**src/rtl/clk_enable_ctrl_if.sv**
```systemverilog
`default_nettype none
// ============================================================================
// Module   : clk_enable_ctrl_if
// Purpose  : Bundles the control, configuration handshake and status signals
//            of clk_enable_ctrl.
// Ports    : run, cfg_valid, cfg_div        -> controller (master drives)
//            cfg_ready, tick, phase_out,
//            busy, div_cur                  <- controller (slave drives)
// Revision : 1.0 - initial release
// ============================================================================
interface clk_enable_ctrl_if #(
  parameter int W = 8
);
  logic         run;
  logic         cfg_valid;
  logic [W-1:0] cfg_div;
  logic         cfg_ready;
  logic         tick;
  logic         phase_out;
  logic         busy;
  logic [W-1:0] div_cur;

  modport master (
    output run, cfg_valid, cfg_div,
    input  cfg_ready, tick, phase_out, busy, div_cur
  );

  modport slave (
    input  run, cfg_valid, cfg_div,
    output cfg_ready, tick, phase_out, busy, div_cur
  );
endinterface
`default_nettype wire

```
**src/rtl/clk_enable_ctrl.sv**
```systemverilog
`default_nettype none
// ============================================================================
// Module   : clk_enable_ctrl
// Purpose  : Run-time programmable clock-enable generator. A modulo counter
//            produces a one-cycle tick every div_cur cycles and a phase level
//            that is high in the second half of each period. New divisors
//            arrive over a valid/ready handshake and only take effect at a
//            period boundary (or immediately while stopped).
// Ports    : clk_in - system clock, rising edge
//            rst    - synchronous active-high reset
//            bus    - clk_enable_ctrl_if slave (run, cfg_valid/cfg_div/
//                     cfg_ready, tick, phase_out, busy, div_cur)
// Revision : 1.0 - initial release
// ============================================================================
module clk_enable_ctrl #(
  parameter int W           = 8,
  parameter int DEFAULT_DIV = 4
) (
  input  wire                 clk_in,
  input  wire                 rst,
  clk_enable_ctrl_if.slave    bus
);

  localparam logic [1:0] STOP = 2'd0;
  localparam logic [1:0] RUN  = 2'd1;
  localparam logic [1:0] PEND = 2'd2;

  localparam logic [W-1:0] DIV_RESET = W'(DEFAULT_DIV);
  localparam logic [W-1:0] ONE       = W'(1);

  logic [1:0]   state;
  logic [1:0]   state_next;
  logic [W-1:0] cnt;
  logic [W-1:0] div_cur_r;
  logic [W-1:0] div_pend;
  logic         tick_r;

  logic         xfer;
  logic         wrap;
  logic [W-1:0] cap_div;

  // cfg_ready is a function of the state register, so the handshake has no
  // combinational input-to-output path.
  assign xfer    = bus.cfg_valid && (state != PEND);
  // A zero divisor would never wrap; coerce it at capture time.
  assign cap_div = (bus.cfg_div == '0) ? ONE : bus.cfg_div;
  assign wrap    = (state != STOP) && (cnt == div_cur_r - ONE);

  // ---------------------------------------------------------------- state reg
  always_ff @(posedge clk_in) begin
    if (rst) state <= STOP;
    else     state <= state_next;
  end

  // --------------------------------------------------------------- next state
  always_comb begin
    state_next = state;
    case (state)
      STOP:    if (bus.run) state_next = RUN;
      RUN: begin
        if (!bus.run)  state_next = STOP;
        else if (xfer) state_next = PEND;
      end
      PEND: begin
        if (!bus.run)  state_next = STOP;
        else if (wrap) state_next = RUN;
      end
      default: state_next = STOP;
    endcase
  end

  // ------------------------------------------------------------------ outputs
  always_comb begin
    bus.cfg_ready = (state != PEND);
    bus.busy      = (state == PEND);
    bus.phase_out = (state != STOP) && (cnt >= (div_cur_r >> 1));
    bus.tick      = tick_r;
    bus.div_cur   = div_cur_r;
  end

  // ----------------------------------------------------------------- datapath
  always_ff @(posedge clk_in) begin
    if (rst) begin
      cnt       <= '0;
      div_cur_r <= DIV_RESET;
      div_pend  <= DIV_RESET;
      tick_r    <= 1'b0;
    end else if (state == STOP) begin
      cnt    <= '0;
      tick_r <= 1'b0;
      // Loading here lets a transfer on the run-rising edge govern the
      // very first period.
      if (xfer) div_cur_r <= cap_div;
    end else if (!bus.run) begin
      // Stopping wins over wrap; whatever divisor is waiting (or is being
      // accepted on this same edge) becomes current right away.
      cnt    <= '0;
      tick_r <= 1'b0;
      if (state == PEND) div_cur_r <= div_pend;
      else if (xfer)     div_cur_r <= cap_div;
    end else begin
      cnt    <= wrap ? '0 : cnt + ONE;
      tick_r <= wrap;
      if (state == RUN && xfer)  div_pend  <= cap_div;
      if (state == PEND && wrap) div_cur_r <= div_pend;
    end
  end

endmodule
`default_nettype wire

```
**src/flat_wrapper.sv**
```systemverilog
// flat-port wrapper written by rule: the top's interface ports become plain ports
module clk_enable_ctrl_flat 
#(
  parameter int W           = 8,
  parameter int DEFAULT_DIV = 4
)
  (clk_in, rst, bus_run, bus_cfg_valid, bus_cfg_div, bus_cfg_ready, bus_tick, bus_phase_out, bus_busy, bus_div_cur);
  clk_enable_ctrl_if #(.W(W)) bus_i ();
  input  wire clk_in;
  input  wire rst;
  input wire logic [$bits(bus_i.run)-1:0] bus_run;
  input wire logic [$bits(bus_i.cfg_valid)-1:0] bus_cfg_valid;
  input wire logic [$bits(bus_i.cfg_div)-1:0] bus_cfg_div;
  output wire logic [$bits(bus_i.cfg_ready)-1:0] bus_cfg_ready;
  output wire logic [$bits(bus_i.tick)-1:0] bus_tick;
  output wire logic [$bits(bus_i.phase_out)-1:0] bus_phase_out;
  output wire logic [$bits(bus_i.busy)-1:0] bus_busy;
  output wire logic [$bits(bus_i.div_cur)-1:0] bus_div_cur;
  assign bus_i.run = bus_run;
  assign bus_i.cfg_valid = bus_cfg_valid;
  assign bus_i.cfg_div = bus_cfg_div;
  assign bus_cfg_ready = bus_i.cfg_ready;
  assign bus_tick = bus_i.tick;
  assign bus_phase_out = bus_i.phase_out;
  assign bus_busy = bus_i.busy;
  assign bus_div_cur = bus_i.div_cur;
  clk_enable_ctrl #(.W(W), .DEFAULT_DIV(DEFAULT_DIV)) u_core (.clk_in(clk_in), .rst(rst), .bus(bus_i));
endmodule
```
**config.mk**
```make
export PLATFORM = sky130hd
export DESIGN_NAME = clk_enable_ctrl_flat
export DESIGN_NICKNAME = d
export VERILOG_FILES = /design/src/rtl/clk_enable_ctrl_if.sv /design/src/rtl/clk_enable_ctrl.sv /design/src/flat_wrapper.sv
export SDC_FILE = /design/constraint.sdc
export NUM_CORES = 1
export LEC_CHECK = 0
export BUFFER_PORTS_ARGS = -buffer_cell sky130_fd_sc_hd__buf_2
export CAP_MARGIN = 40
export CORE_UTILIZATION = 55
export CTS_CLUSTER_SIZE = 16
export DETAILED_ROUTE_END_ITERATION = 10
export PLACE_DENSITY = 0.83
export SYNTH_ARGS = -nofsm -noshare
export SYNTH_HDL_FRONTEND = slang
export SYNTH_SLANG_ARGS = --single-unit
export TNS_END_PERCENT = 100
```
**constraint.sdc**
```tcl
create_clock -name clk_in -period 6.6 [get_ports clk_in]
set_input_delay 0.66 -clock clk_in [delete_from_list [all_inputs] [get_ports clk_in]]
set_output_delay 0.66 -clock clk_in [all_outputs]
set_load 0.03 [all_outputs]
```
# Yosys cells after proc, flatten, opt, wreduce, memory -nomap -nowiden

Index checks and enable logic that the tools add are counted.

Bits in read-only memories: 0
Output and inout port bits: 12
RAM bits: 0
Bits in latches: 0
Bits in registers: 27
Logic and storage cells: 42
Memories: 0
Bits of input ports: 12

Bitwise operators: 2
Shift operators: 0
$add $sub $neg: 2
Divide/modulo/power cells: 0
Order comparisons: 1
Eq/ne operators: 8
Mux-type cells: 12
Multipliers: 0
Reduce and logical (&&, ||, !) cells: 12

Operators with widths:

| cell                                                               | count |
|---|---|
| 8-bit two-way mux                                                  | 6 |
| 2-bit two-way mux                                                  | 5 |
| 8-bit by 1-bit adder with 8-bit output, second input constant      | 1 |
| 8-bit == test                                                      | 1 |
| 8-bit by 7-bit greater-or-equal comparator with 1-bit output       | 1 |
| 8-bit logical NOT                                                  | 1 |
| 8-bit by 1-bit subtractor with 8-bit output, second input constant | 1 |
| 3-bit by 2-bit != test with 1-bit output, second input constant    | 2 |
| 2-bit one-hot mux with 3 select lines                              | 1 |
| 3-bit AND reduction                                                | 2 |
| 1-bit logical AND                                                  | 5 |
| 2-bit != test, second input constant                               | 2 |
| 4-bit OR reduction                                                 | 1 |
| 3-bit by 1-bit != test with 1-bit output, second input constant    | 1 |
| 3-bit OR reduction                                                 | 1 |
| 2-bit by 1-bit == test with 1-bit output, second input constant    | 1 |
| 2-bit == test, second input constant                               | 1 |
| 2-bit logical NOT                                                  | 1 |
| 1-bit NOT                                                          | 2 |
| 2-bit nonzero test                                                 | 1 |

# Depth between registers and ports, before layout

Gate-level depths: netlist (run 1).

Depth after elaboration: 7
Mapped depth: 10
Gate-level depth less buffers: 8

# Worst setup path before layout (run 1)

No wires, ideal clock.

Kind: reg-to-output
Start: register u_core.div_cur_r[2] (netlist: u_core.bus.div_cur[2])
End: output port bus_phase_out
Data required time: 5.940 ns
Stages on the path, launching flop included: 8
Path buffers: 0
Data arrival time: 2.092 ns
Path slack: 3.848 ns
Cell sequence: dfxtp_1 > inv_1 > ha_1 > a21oi_1 > nor2b_1 > o21ai_0 > a21o_1 > a211oi_1

Cells in the longest elaborated chain, start to end: 2

RTL lines:

| element                                                      | RTL line               | RTL |
|---|---|---|
| start: declaration                                           | clk_enable_ctrl.sv:34  | `logic [W-1:0] div_cur_r;` |
| start signal: assignment                                     | clk_enable_ctrl.sv:93  | `if (xfer) div_cur_r <= cap_div;` |
| start signal: assignment                                     | clk_enable_ctrl.sv:99  | `if (state == PEND) div_cur_r <= div_pend;` |
| start signal: assignment                                     | clk_enable_ctrl.sv:100 | `else if (xfer) div_cur_r <= cap_div;` |
| 8-bit by 7-bit greater-or-equal comparator with 1-bit output | clk_enable_ctrl.sv:76  | `bus.phase_out = (state != STOP) && (cnt >= (div_cur_r >> 1));` |
| 1-bit logical AND                                            | clk_enable_ctrl.sv:76  |  |
| end: declaration                                             | flat_wrapper.sv:16     | `output wire logic [$bits(bus_i.phase_out)-1:0] bus_phase_out;` |

Every way passes these cells.

# Worst setup path in the final report (run 1)

Ends and elaborated chain as after synthesis.

==> impl_metrics.yaml, run 1 <==
status:
  status: "completed"
synth:
  ys_async_sr_fraction_pct: 0
  yosys_warnings: 0
  synth_edf_count: 0
  synth_flop_cell: "dfxtp_1"
  synthesis.instances: 196
  ys_seq_elements: 27
  yosys.cell_types.count: 38
  synth_area_um2: 1670
  syn_avg_cell_area_um2: 8.50
  ys_seq_area_share_pct: 32.4
  synth_fp_nets: 217
route:
  drtAntennaViolNets: 0
  wl_met1_um: 1620
  drc_errors: 0
  wire_per_inst_um: 13.1
  met2RoutedLength_um: 1430
  first_pass_iters: 4
  drt_iter0_markers: 58
  wl_met3_um: 174
  top_layer_used: "met4"
  wl_um: 3240
  via_per_inst: 5.67
  vias: 1407
sta:
  setup_violations: 0
  layout_setup_ws_ps: 3780
  slew_viol_final: 0
  rsz0062_at_grt: "false"
  fin_crit_ps: 2820
  fmax_mhz: 355
  hold_viol: 0
  tightest_slew_ps: 576
  fin_crit_sh_pct: 42.7
  finClkSkew_ps: 12.0
  fin_setup_tns_ps: 0
  relSlewSlack_pct: 61.6
placed_design:
  post_dp_cell_area_um2: 1780
  portBuffers: 23
  hpwl_um: 2390
  gp_congestion: 0.822
  pre_cts_slack_ps: 3960
setup_path:
  crit_required_ps: 5940
  path_cells: "inv_1 > ha_1 > a21oi_1 > nor2b_1 > o21ai_0 > a21o_1 > a211oi_1 > buf_2"
  cp-end-kind: "primary output"
  cpPeakStageDelay_ps: 530
  r2r_slack_ps: 3910
  worstReg2RegStart: "u_core.bus.div_cur[0]"
  cp.arrival_ps: 2160
  critical_path_class: "reg2out"
  r2r-end: "u_core.bus.div_cur[1]"
  r2r_cells: 8
  path_max_fanout: 8
  cp-start-kind: "flop"
  crit_slowest_cell: "dfxtp_1"
cts:
  clk_pin_slew_ps: 150
  numCtsBuffers: 3
  tritoncts: "done"
  clock_latency_ps: 330
  root_buffer: "clkbuf_4"
  post_cts_resized: 0
  hold_buffers: 0
  h-tree-depth: 1
  postCtsSetupBuffers: 0
  clk_path_buf_depth: 2
  cts.sinks: 27
layout:
  syn_to_final_growth_pct: 8.63
  final_area_um2: 1810
  regArea_um2: 541
  fin_nets: 239
  n_fill_cell: 263
  n_antenna_cell: 0
  drive_above_1_share_pct: 16.1
  mostFrequentLayoutCell: "nor2_1"
  multiInputGateArea_um2: 1020
  final_cell_mix: "nor2_1, dfxtp_1, buf_2, mux2i_1, inv_1"
  fin_util_pct: 64.5
power_and_ir_drop:
  power.switching_uw: 109
  clkPwrFrac_pct: 21.6
  combPwrFrac_pct: 24.5
  p_int_uw: 228
  p_per_area_nw_per_um2: 186
  ir_worst_vdd_uv: 125
  sw_frac_of_total_pct: 32.4
  power_uw: 337
  pwr-share-seq_pct: 53.9
  p_leak_nw: 0.810
floorplan:
  coreArea_um2: 2810
  io_pins: 24
  start_util_pct: 59.4
  dieArea_um2: 3250
  num_rows: 19
  die_w_um: 57.0
  die-height_um: 57.0
global_routing:
  grt_pass1_wl_um: 5580
  grt_pass1_vias: 1282
  overflow: 0
  grt_max_degree: 17
  antenna_found_initial: 0
  grtUsageTotal_pct: 21.6
hold_path:
  hp-start: "u_core.div_pend[2]"
  hold_path_class: "reg2reg"
  min_to: "u_core.div_pend[2]"
  whs_path_depth: 2
job:
  maxCapViolations: 0
## stage by stage
step,std cells,hold slack (ps)
2_1_floorplan,196,441
3_3_place_gp,243,460
3_5_place_dp,244,465
4_1_cts,248,501
5_1_grt,248,549
6_report,248,497
## routing by layer
metal | global-route usage, % | vias up
met4 | 7.32 | 0
met3 | 2.95 | 4
met5 | 0 | -
met1 | 30.5 | 643
li1 | - | 723
met2 | 34.3 | 37
## how the worst max path moves through the flow
stage | end | depth (start not counted) | start
after CTS | bus_phase_out | 8 | u_core.bus.div_cur[2]
after floorplan | bus_phase_out | 7 | u_core.bus.div_cur[2]
after global placement | u_core.bus.div_cur[1] | 8 | u_core.bus.div_cur[0]
after detailed placement | u_core.bus.div_cur[3] | 8 | u_core.bus.div_cur[0]
after global routing | bus_phase_out | 8 | u_core.bus.div_cur[2]
final | bus_phase_out | 8 | u_core.bus.div_cur[2]
## worst max-delay path: cells and delay by family (launching register included)
kind | cells | cell delay (ps)
AO/OA/AOI/OAI | 4 | 550
adder cells (fa/ha/maj) | 1 | 290
buffers and inverters | 2 | 350
flip-flops | 1 | 530
AND/OR/NAND/NOR | 1 | 100
## logic make-up (layout without fill, tap and decap cells)
logic type,after synthesis,after routing,share of synthesized area (%)
adders and majority gates,9,9,6.76
DFF,27,27,32.4
AOI/OAI and AO/OA,37,37,17.1
muxes,14,14,8.41
buffers and inverters,21,42,6.23
xor gates and xnor gates,15,15,8.71
and+or+nand+nor,73,73,20.3
## Yosys cell counts, drive strengths merged (3+ instances only)
master   n  area [um2]
a211oi   4        30.0
nor3     7        35.0
clkbuf   5        28.8
and3     4        25.0
nor2    37         139
ha       9         113
o21ai    3        15.0
inv     13        48.8
nand2    7        26.3
mux2i   14         140
nand2b   4        25.0
xnor2    6        52.6
buf      3        26.3
a22oi    7        52.6
dfxtp   27         541
and2     4        25.0
nand3    5        25.0
a21oi   11        55.1
xor2     8        70.1
## registers in the layout, summed over array words and instances, names as in the netlist
register,flops
u_core.div_pend,8
u_core.bus.tick,1
u_core.bus.div_cur,8
u_core.cnt,8
u_core.state,2
## power by group through the flow
| stage | registers, mW | clock network [mW] | logic [mW] |
|---|---|---|---|
| 2_1_floorplan | 0.189 | 0 | 0.0598 |
| 3_3_place_gp | 0.185 | 0 | 0.0800 |
| 3_5_place_dp | 0.185 | 0 | 0.0815 |
| 4_1_cts | 0.182 | 0.0760 | 0.0823 |
| 5_1_grt | 0.183 | 0.0831 | 0.0909 |
| 6_report | 0.182 | 0.0730 | 0.0826 |
## layout make-up
| cell class | count | share of cell area, % |
|---|---|---|
| inverter | 13 | 2.70 |
| sequential | 27 | 29.9 |
| multi-input combinational | 148 | 56.5 |
| clock inverter | 1 | 0.415 |
| tap | 31 | 2.14 |
| timing repair buffer | 25 | 7.19 |
| clock buffer | 3 | 1.24 |
No activity file was read; power rests on OpenSTA's default activity.
==> inputs of run 2 (changes only) <==
==> constraint.sdc (replaced) <==
create_clock -name clk_in -period 2.6 [get_ports clk_in]
set_input_delay 0.26 -clock clk_in [delete_from_list [all_inputs] [get_ports clk_in]]
set_output_delay 0.26 -clock clk_in [all_outputs]
set_load 0.03 [all_outputs]
==> run 2 against run 1 <==
The flow now finishes with violations (design-rule violations). Highest routed layer unchanged. Final area is 1.2% higher. Sequential share of layout area is 0.30 points lower. Count of clock-buffer cells in the layout stayed put. Clock power grew to 2.6 times the previous value. Critical endpoint unchanged. Power grew to 2.6 times the previous value. Critical path depth is 1 higher.
==> impl_metrics.yaml, run 2 (synthesis results as in run 1) <==
setup_path:
  worstReg2RegStart: "u_core.bus.div_cur[0]"
  cp.arrival_ps: 2170
  path_max_fanout: 7
  cp-end-kind: "primary output"
  crit_required_ps: 2340
  r2r-end: "u_core.bus.div_cur[3]"
  critical_path_class: "reg2out"
  r2r_slack_ps: 210
  cp-start-kind: "flop"
  r2r_cells: 9
status:
  status: "finished, violations left"
  violations: "design-rule violations"
cts:
  clk_path_buf_depth: 2
  clk_pin_slew_ps: 150
  tritoncts: "done"
  numCtsBuffers: 3
  post_cts_resized: 0
  cts.sinks: 27
  clock_latency_ps: 340
  h-tree-depth: 1
  postCtsSetupBuffers: 0
  root_buffer: "clkbuf_4"
  hold_buffers: 0
floorplan:
  num_rows: 19
  io_pins: 24
  start_util_pct: 59.4
  die_w_um: 57.0
  coreArea_um2: 2810
  dieArea_um2: 3250
  die-height_um: 57.0
route:
  vias: 1434
  met2RoutedLength_um: 1520
  via_per_inst: 5.74
  first_pass_iters: 7
  drc_errors: 4
  wl_um: 3450
  drtAntennaViolNets: 0
  drt_iter0_markers: 42
  wl_met3_um: 133
  wl_met1_um: 1720
  top_layer_used: "met4"
  wire_per_inst_um: 13.8
global_routing:
  overflow: 0
  grtUsageTotal_pct: 24.2
  grt_max_degree: 17
  antenna_found_initial: 0
  grt_pass1_vias: 1350
  grt_pass1_wl_um: 6070
hold_path:
  min_to: "u_core.div_pend[2]"
  hp-start: "bus_cfg_div[2]"
  hold_path_class: "in2reg"
  whs_path_depth: 3
placed_design:
  hpwl_um: 2550
  gp_congestion: 0.852
  portBuffers: 23
  post_dp_cell_area_um2: 1800
power_and_ir_drop:
  combPwrFrac_pct: 25.4
  p_leak_nw: 0.821
  p_int_uw: 585
  power.switching_uw: 283
  pwr-share-seq_pct: 53.0
  ir_worst_vdd_uv: 319
  p_per_area_nw_per_um2: 474
  clkPwrFrac_pct: 21.6
  sw_frac_of_total_pct: 32.6
layout:
  fin_nets: 241
  final_cell_mix: "nor2_1, dfxtp_1, buf_2, mux2i_1, inv_1"
  syn_to_final_growth_pct: 9.99
  final_area_um2: 1830
  mostFrequentLayoutCell: "nor2_1"
  n_antenna_cell: 0
  n_fill_cell: 245
  regArea_um2: 542
  multiInputGateArea_um2: 1030
  drive_above_1_share_pct: 17.8
sta:
  fin_setup_tns_ps: 0
  setup_violations: 0
  fin_crit_ps: 2430
  fmax_mhz: 411
  finClkSkew_ps: 13.9
  hold_viol: 0
  relSlewSlack_pct: 66.7
  fin_crit_sh_pct: 93.6
  slew_viol_final: 0
  tightest_slew_ps: 496
  rsz0062_at_grt: "false"
job:
  maxCapViolations: 0
[run 2: cell count changes in the layout (fill, tap and decap cells not counted), sizes merged]
cell | before | now
buf | 25 | 27
[run 2: power groups by stage]
stage               sequential, mW  combinational (mW)  clock (mW)
floorplan                    0.481               0.152           0
global placement             0.467               0.211           0
detailed placement           0.468               0.216           0
CTS                          0.460               0.217       0.192
global route                 0.463               0.244       0.208
finish                       0.460               0.220       0.188
[run 2: layout make-up]
class                      count  area share, %
clock buffer                   3           1.23
clock inverter                 1          0.410
inverter                      13           2.66
multi-input combinational    148           56.1
sequential                    27           29.6
tap                           31           2.12
timing repair buffer          27           7.92
[run 2: how the worst max path moves through the flow]
stage                                     start                    end  cells past startpoint
after floorplan           u_core.bus.div_cur[1]  u_core.bus.div_cur[1]                      9
after global placement    u_core.bus.div_cur[0]  u_core.bus.div_cur[3]                      9
after detailed placement  u_core.bus.div_cur[0]  u_core.bus.div_cur[6]                      9
final                             u_core.cnt[0]          bus_phase_out                      9
after global routing              u_core.cnt[0]          bus_phase_out                      9
after CTS                         u_core.cnt[0]          bus_phase_out                      9
[run 2: stage by stage]
step / util [%] / total power [mW] / setup slack, ps / instances / hold slack (ps)
after CTS: 65.1 / 0.869 / 151 / 250 / 160
final: 65.3 / 0.868 / 166 / 250 / 165
after floorplan: - / 0.633 / 49.7 / 196 / 325
after global placement: 64.1 / 0.678 / 335 / 246 / 461
after detailed placement: 64.1 / 0.684 / 196 / 246 / 463
after global routing: 65.3 / 0.916 / 26.1 / 250 / 187
[run 2: critical path: stages, from the launching register on]
cell and delay [ps]:
dfxtp_1 520, inv_1 80, ha_1 270, nand2b_1 90
a21oi_1 60, nor2b_1 90, o21ai_0 80, a21o_1 190
a211oi_1 230, buf_2 240
[run 2: layer usage]
metal / track usage [%] / vias up
met5: 0 / -
met3: 3.63 / 7
met2: 37.1 / 30
li1: - / 731
met1: 33.4 / 666
met4: 11.8 / 0
